===== src/rtl/mem_arb_pkg.sv =====
// Shared types and constants for the memory bus arbiter.
//   arb_state_t : arbiter FSM states
//   grant_t     : which requester owns the current transfer
//   BE_WORD     : full-word byte enable used for instruction fetches
package mem_arb_pkg;

    typedef enum logic [1:0] {
        IDLE   = 2'd0,
        XFER_F = 2'd1,
        XFER_D = 2'd2,
        RESP   = 2'd3
    } arb_state_t;

    typedef enum logic {
        GNT_F = 1'b0,
        GNT_D = 1'b1
    } grant_t;

    localparam logic [3:0] BE_WORD = 4'hF;

endpackage


===== src/rtl/mem_arb_timeout.sv =====
// Wait-state watchdog for the memory bus arbiter.
// Loaded while clear is high; counts down once per enabled cycle and
// saturates at zero. expired is high when the current enabled cycle is the
// TIMEOUT_CYCLES-th consecutive wait cycle since the last clear.
// Ports:
//   clk, rst_n : clock, asynchronous active-low reset
//   clear      : reload the counter (held while no transfer is on the bus)
//   enable     : one wait cycle elapsed
//   expired    : terminal count reached
module mem_arb_timeout #(
    parameter int unsigned TIMEOUT_CYCLES = 255
) (
    input  logic clk,
    input  logic rst_n,
    input  logic clear,
    input  logic enable,
    output logic expired
);

    localparam int unsigned CNT_W = (TIMEOUT_CYCLES > 1) ? $clog2(TIMEOUT_CYCLES) : 1;
    localparam logic [CNT_W-1:0] LOAD = CNT_W'(TIMEOUT_CYCLES - 1);

    logic [CNT_W-1:0] remaining;

    always_ff @(posedge clk or negedge rst_n) begin
        if (!rst_n) begin
            remaining <= LOAD;
        end else if (clear) begin
            remaining <= LOAD;
        end else if (enable && (remaining != '0)) begin
            remaining <= remaining - 1'b1;
        end
    end

    assign expired = (remaining == '0);

endmodule


===== src/rtl/mem_bus_arbiter.sv =====
// Single Avalon-MM master shared by instruction fetch and load/store data.
// One request is latched at a time; data wins over fetch when both are
// pending. Avalon strobes and payload are registered and held across
// waitrequest; the captured read word is returned with a one-cycle ack.
//
// Optional feature macro: MEM_ARB_TIMEOUT_EN
//   defined   : a transfer stalled for TIMEOUT_CYCLES wait cycles is aborted
//               and acked with err = 1 (requester rdata left unchanged)
//   undefined : waits indefinitely, err tied to 0
//
// Ports:
//   clk, rst_n                        clock, asynchronous active-low reset
//   f_req/f_addr -> f_ack/f_rdata     fetch read channel
//   d_req/d_we/d_addr/d_be/d_wdata    data channel request
//   d_ack/d_rdata                     data channel response
//   err                               pulses with the ack of an aborted transfer
//   busy                              high in every state except IDLE
//   avm_*                             Avalon-MM master port
//
// state  | meaning
// IDLE   | no transfer; sample d_req (priority) then f_req
// XFER_F | fetch read on the bus, waiting for waitrequest low
// XFER_D | data read/write on the bus, waiting for waitrequest low
// RESP   | one-cycle ack to the granted requester; requests ignored
module mem_bus_arbiter
    import mem_arb_pkg::*;
#(
    parameter int unsigned ADDR_W         = 32,
    parameter int unsigned DATA_W         = 32,
    parameter int unsigned TIMEOUT_CYCLES = 255
) (
    input  logic                clk,
    input  logic                rst_n,
    input  logic                f_req,
    input  logic [ADDR_W-1:0]   f_addr,
    output logic                f_ack,
    output logic [DATA_W-1:0]   f_rdata,
    input  logic                d_req,
    input  logic                d_we,
    input  logic [ADDR_W-1:0]   d_addr,
    input  logic [DATA_W/8-1:0] d_be,
    input  logic [DATA_W-1:0]   d_wdata,
    output logic                d_ack,
    output logic [DATA_W-1:0]   d_rdata,
    output logic                err,
    output logic                busy,
    output logic [ADDR_W-1:0]   avm_address,
    output logic                avm_read,
    output logic                avm_write,
    output logic [DATA_W/8-1:0] avm_byteenable,
    output logic [DATA_W-1:0]   avm_writedata,
    input  logic [DATA_W-1:0]   avm_readdata,
    input  logic                avm_waitrequest
);

    localparam int unsigned BE_W = DATA_W / 8;

    // Fetch byte enables are built from whole-word groups, so DATA_W must be
    // a multiple of 32; a zero timeout would abort before the first wait.
    if ((DATA_W % 32 != 0) || (TIMEOUT_CYCLES < 1)) begin : g_bad_param
        $error("mem_bus_arbiter: DATA_W must be a multiple of 32 and TIMEOUT_CYCLES >= 1");
    end

    arb_state_t        state_q, state_d;
    grant_t            grant_q, grant_d;
    logic [ADDR_W-1:0] address_d;
    logic [BE_W-1:0]   be_d;
    logic [DATA_W-1:0] wdata_d;
    logic              read_d, write_d;
    logic              f_ack_d, d_ack_d;
    logic [DATA_W-1:0] f_rdata_d, d_rdata_d;

`ifdef MEM_ARB_TIMEOUT_EN
    logic tmo_expired;
    logic in_xfer;
    logic err_d;

    assign in_xfer = (state_q == XFER_F) || (state_q == XFER_D);

    // Counter is held loaded outside XFER_*, so every transfer starts fresh.
    mem_arb_timeout #(
        .TIMEOUT_CYCLES (TIMEOUT_CYCLES)
    ) u_timeout (
        .clk     (clk),
        .rst_n   (rst_n),
        .clear   (!in_xfer),
        .enable  (avm_waitrequest),
        .expired (tmo_expired)
    );
`endif

    always_comb begin
        state_d   = state_q;
        grant_d   = grant_q;
        address_d = avm_address;
        be_d      = avm_byteenable;
        wdata_d   = avm_writedata;
        read_d    = avm_read;
        write_d   = avm_write;
        f_ack_d   = 1'b0;
        d_ack_d   = 1'b0;
        f_rdata_d = f_rdata;
        d_rdata_d = d_rdata;
`ifdef MEM_ARB_TIMEOUT_EN
        err_d     = 1'b0;
`endif

        case (state_q)
            IDLE: begin
                if (d_req) begin
                    state_d   = XFER_D;
                    grant_d   = GNT_D;
                    address_d = d_addr;
                    be_d      = d_be;
                    wdata_d   = d_wdata;
                    read_d    = !d_we;
                    write_d   = d_we;
                end else if (f_req) begin
                    state_d   = XFER_F;
                    grant_d   = GNT_F;
                    address_d = f_addr;
                    be_d      = {(DATA_W / 32){BE_WORD}};
                    read_d    = 1'b1;
                    write_d   = 1'b0;
                end
            end

            XFER_F, XFER_D: begin
                if (!avm_waitrequest) begin
                    state_d = RESP;
                    read_d  = 1'b0;
                    write_d = 1'b0;
                    if (grant_q == GNT_D) begin
                        d_ack_d = 1'b1;
                        if (!avm_write) begin
                            d_rdata_d = avm_readdata;
                        end
                    end else begin
                        f_ack_d   = 1'b1;
                        f_rdata_d = avm_readdata;
                    end
                end
`ifdef MEM_ARB_TIMEOUT_EN
                else if (tmo_expired) begin
                    state_d = RESP;
                    read_d  = 1'b0;
                    write_d = 1'b0;
                    err_d   = 1'b1;
                    if (grant_q == GNT_D) begin
                        d_ack_d = 1'b1;
                    end else begin
                        f_ack_d = 1'b1;
                    end
                end
`endif
            end

            RESP: begin
                state_d = IDLE;
            end

            default: begin
                state_d = IDLE;
            end
        endcase
    end

    always_ff @(posedge clk or negedge rst_n) begin
        if (!rst_n) begin
            state_q        <= IDLE;
            grant_q        <= GNT_F;
            avm_address    <= '0;
            avm_byteenable <= '0;
            avm_writedata  <= '0;
            avm_read       <= 1'b0;
            avm_write      <= 1'b0;
            f_ack          <= 1'b0;
            d_ack          <= 1'b0;
            f_rdata        <= '0;
            d_rdata        <= '0;
            busy           <= 1'b0;
        end else begin
            state_q        <= state_d;
            grant_q        <= grant_d;
            avm_address    <= address_d;
            avm_byteenable <= be_d;
            avm_writedata  <= wdata_d;
            avm_read       <= read_d;
            avm_write      <= write_d;
            f_ack          <= f_ack_d;
            d_ack          <= d_ack_d;
            f_rdata        <= f_rdata_d;
            d_rdata        <= d_rdata_d;
            busy           <= (state_d != IDLE);
        end
    end

`ifdef MEM_ARB_TIMEOUT_EN
    always_ff @(posedge clk or negedge rst_n) begin
        if (!rst_n) begin
            err <= 1'b0;
        end else begin
            err <= err_d;
        end
    end
`else
    assign err = 1'b0;
`endif

endmodule


===== config.mk =====
export PLATFORM = sky130hd
export DESIGN_NAME = mem_bus_arbiter
export DESIGN_NICKNAME = d
export VERILOG_FILES = /design/src/rtl/mem_arb_pkg.sv /design/src/rtl/mem_arb_timeout.sv /design/src/rtl/mem_bus_arbiter.sv
export SDC_FILE = /design/constraint.sdc
export NUM_CORES = 1
export LEC_CHECK = 0
export ABC_AREA = 1
export CORE_MARGIN = 2
export CORE_UTILIZATION = 38
export CTS_BUF_LIST = sky130_fd_sc_hd__clkbuf_16
export DETAILED_ROUTE_END_ITERATION = 10
export GPL_TIMING_DRIVEN = 0
export HOLD_SLACK_MARGIN = 0.02
export MAX_ROUTING_LAYER = met4
export PLACE_DENSITY = 0.78
export SYNTH_ARGS = -nofsm -noshare
export SYNTH_HDL_FRONTEND = slang
export SYNTH_HIERARCHICAL = 1
export SYNTH_SLANG_ARGS = --single-unit

===== constraint.sdc =====
create_clock -name clk -period 1.3 [get_ports clk]
set_input_delay 0.325 -clock clk [delete_from_list [all_inputs] [get_ports clk]]
set_output_delay 0.325 -clock clk [all_outputs]
set_load 0.01 [all_outputs]

==> metrics <==
Fin. Hold Viols=0; share of layout cells above drive strength 1=28.92%; Max Slew Vio Count=0; share of the synthesized area in the top cell type=between 50% and 60%; largest net degree at the start of global routing=slightly below 100; Post-DRT Antenna Nets=0; run status=finished, violations left; number of global-route vias before repair=roughly 5400; Worst-Skew Late Latency=410 ps; leading post-synthesis cells by cell area=dfrtp_1 (59%), nand2_1 (22%), o21ai_2 (3.4%); pwr dens=roughly 2300 mW/mm²; failing checks=negative setup slack; RSZ-0062 raised after global routing=yes; ys async rst share=100.0%; wire per inst=14.68 µm; Num CTS Buffers=17; critical path type=reg -> reg; post-layout util=61.09%; Core Footprint=0.01526 mm²; initial core utilization=around two fifths; Max VDD drop=1.040 mV; DRT iter0 DRCs=between 200 and 250; CP max stage delay=350 ps; Final nets=1142; GRT Residual Overflow=0; die height=129.4 µm; Yosys cell types=20; Layout area overhead=56.09%; clk_skew=slightly below 10 ps; initial antenna violation count=1; Tmin final=1363 ps; cell chain of the critical path=inv_2 -> ha_4 -> nand3_4 -> buf_12 -> clkbuf_16 -> nand2_2 -> o21ai_2; most frequent cells in the layout=nand2_1 (311), buf_2 (142), dfrtp_1 (140); worst hold slack=338.8 ps; Total Die Area=around 0.017 mm²; Cell Area, Synth=0.005972 mm²; CP Launch Type=register; Yosys top cell by area=dfrtp_1; H-tree depth=4; CP Max Fanout=7; Seq/Total Area, Yosys=58.66%; Final Cell Area=0.009321 mm²; first-pass GRT wire length=27270 µm; slowest CP cell=dfrtp_1; IO Pins=approximately 280; CTS Root Cell=clkbuf_16; GRT Total Usage=21.67%; commonest non-fill, non-tap cell in the layout=nand2_1; synthesized flop and latch total=140; Synth warnings=6; total power=between 20 and 25 mW; Worst Setup End Kind=register; CTS max path bufs=2; final WL=between 15000 and 20000 µm; Via density=4.566; CTS tree=done; crit path DAT=1660 ps; fmax=0.7339 GHz; FP Rows=45; fin crit share=104.8%; Setup violations, final=43; Post-route DRC=0; die outline width=about 130 µm; Post-synth EDFFs=0; Max-cap violations=0; Synth Flop Type=dfrtp_1; post-detail-place hpwl=around 13000 µm; Mapped Cells=between 600 and 700; Worst Slack Setup Final=-62.59 ps; syn_nets=829; Hold/Removal Path Class=in -> reg; Mean Syn Cell Area=just under 9 µm²; Placed Area=0.009010 mm²; Initial DRT Pass Iterations=4; clock sinks=140; I/O Buffers=273; vias after detailed routing=5593; Lkg Pwr=5.007 nW; CTS clk-pin slew, worst paths=about 60 ps; Worst EP required=1600 ps; FILL cells=1376; GP Congestion=around 0.81
==> per-layer routing <==
layer  up-vias  global-route usage [%]  part of all wire [%]
li1       2765                       -                     -
met1      2610                   26.98                    42
met2       191                   35.26                    50
met3        27                   3.881                   5.7
met4         0                   8.440                   2.2
met5         -                       -                     0
==> cell type report <==
class | instances | area [µm²] | share of cell area [%]
Antenna cell | 1 | 2.502 | 0.02685
Buffer | 39 | 346.6 | 3.718
Clock buffer | 17 | 425.4 | 4.564
Clock inverter | 13 | 115.1 | 1.235
Inverter | 42 | 157.7 | 1.691
Multi-Input combinational cell | 468 | 2161 | 23.18
Sequential cell | 140 | 3503 | 37.58
Tap cell | 211 | 264.0 | 2.832
Timing Repair Buffer | 294 | 2346 | 25.17
==> Yosys cell counts (2+ instances only) <==
cell type	instances
nor2_1	9
dfrtp_1	140
o21ai_1	17
inv_1	40
nand2_1	346
ha_1	2
buf_2	17
buf_4	7
o21ai_2	23
nand3_1	35
buf_6	12
clkbuf_1	4
o21ai_0	29
inv_2	2
==> power breakdown <==
| group | internal [mW] | switching [mW] |
|---|---|---|
| combinational | 4.33 | 5.34 |
| sequential | 6.40 | 1.07 |
| clock | 2.75 | 1.73 |
| total | 13.5 | 8.15 |
==> path summary, 6_finish.rpt <==
check	end	start	slack (ps)	depth (start not counted)
worst min register to register	avm_writedata[19]$_DFFE_PN0P_	avm_writedata[19]$_DFFE_PN0P_	470	2
worst min-delay path	avm_writedata[0]$_DFFE_PN0P_	d_req	340	4
worst max register to register	f_rdata[15]$_DFFE_PN0P_	state_q[1]$_DFF_PN0_	-60	7
worst max-delay path	f_rdata[15]$_DFFE_PN0P_	state_q[1]$_DFF_PN0_	-60	7
min in group asynchronous	d_rdata[16]$_DFFE_PN0P_	rst_n	420	2
max in group asynchronous	f_rdata[12]$_DFFE_PN0P_	rst_n	230	3
==> critical path, delay by kind of cell, from the launching register on <==
kind / cells / cell delay, ps
buffers and inverters: 3 / 380
flip-flops: 1 / 350
adder cells (fa/ha/maj): 1 / 320
AND/OR/NAND/NOR: 2 / 150
AO/OA/AOI/OAI: 1 / 50
==> stage by stage <==
step,TNS [ps],std cells,setup WS (ps)
2_1_floorplan,0,689,5.542
3_3_place_gp,-838270,1173,-5736
3_5_place_dp,-39040,1174,-497.6
4_1_cts,-1583,1213,-53.38
5_1_grt,-7850,1225,-110.5
6_report,-1478,1225,-62.59
==> cells by family (layout without fill, tap and decap cells) <==
family / Yosys count / count (layout) / synth area share (%)
DFF: 140 / 140 / 58.66
and+or+nand+nor: 393 / 394 / 25.81
adders and majority gates: 2 / 2 / 0.4190
other: 1 / 2 / 0.06279
buffers and inverters: 82 / 405 / 7.459
AOI/OAI and AO/OA: 71 / 71 / 7.584
==> sequential cells by signal, indices dropped and copies added (netlist names) <==
signal and flops:
avm_byteenable 4, f_ack 1, busy 1, state_q 2, grant_q 1, avm_read 1
avm_address 32, d_ack 1, f_rdata 32, d_rdata 32, avm_writedata 32, avm_write 1
==> what timing repair did <==
item | in CTS | in global routing
gates cloned | 2 | 4
buffers inserted | 7 | 7
endpoints found under the setup margin | 270 | 212
pin swaps | 3 | 2
endpoints found under the hold margin | 43 | 0
hold buffers | 1 | 0
resized for setup | 592 | 59
Note: power is estimated with default switching activity, not from simulation.
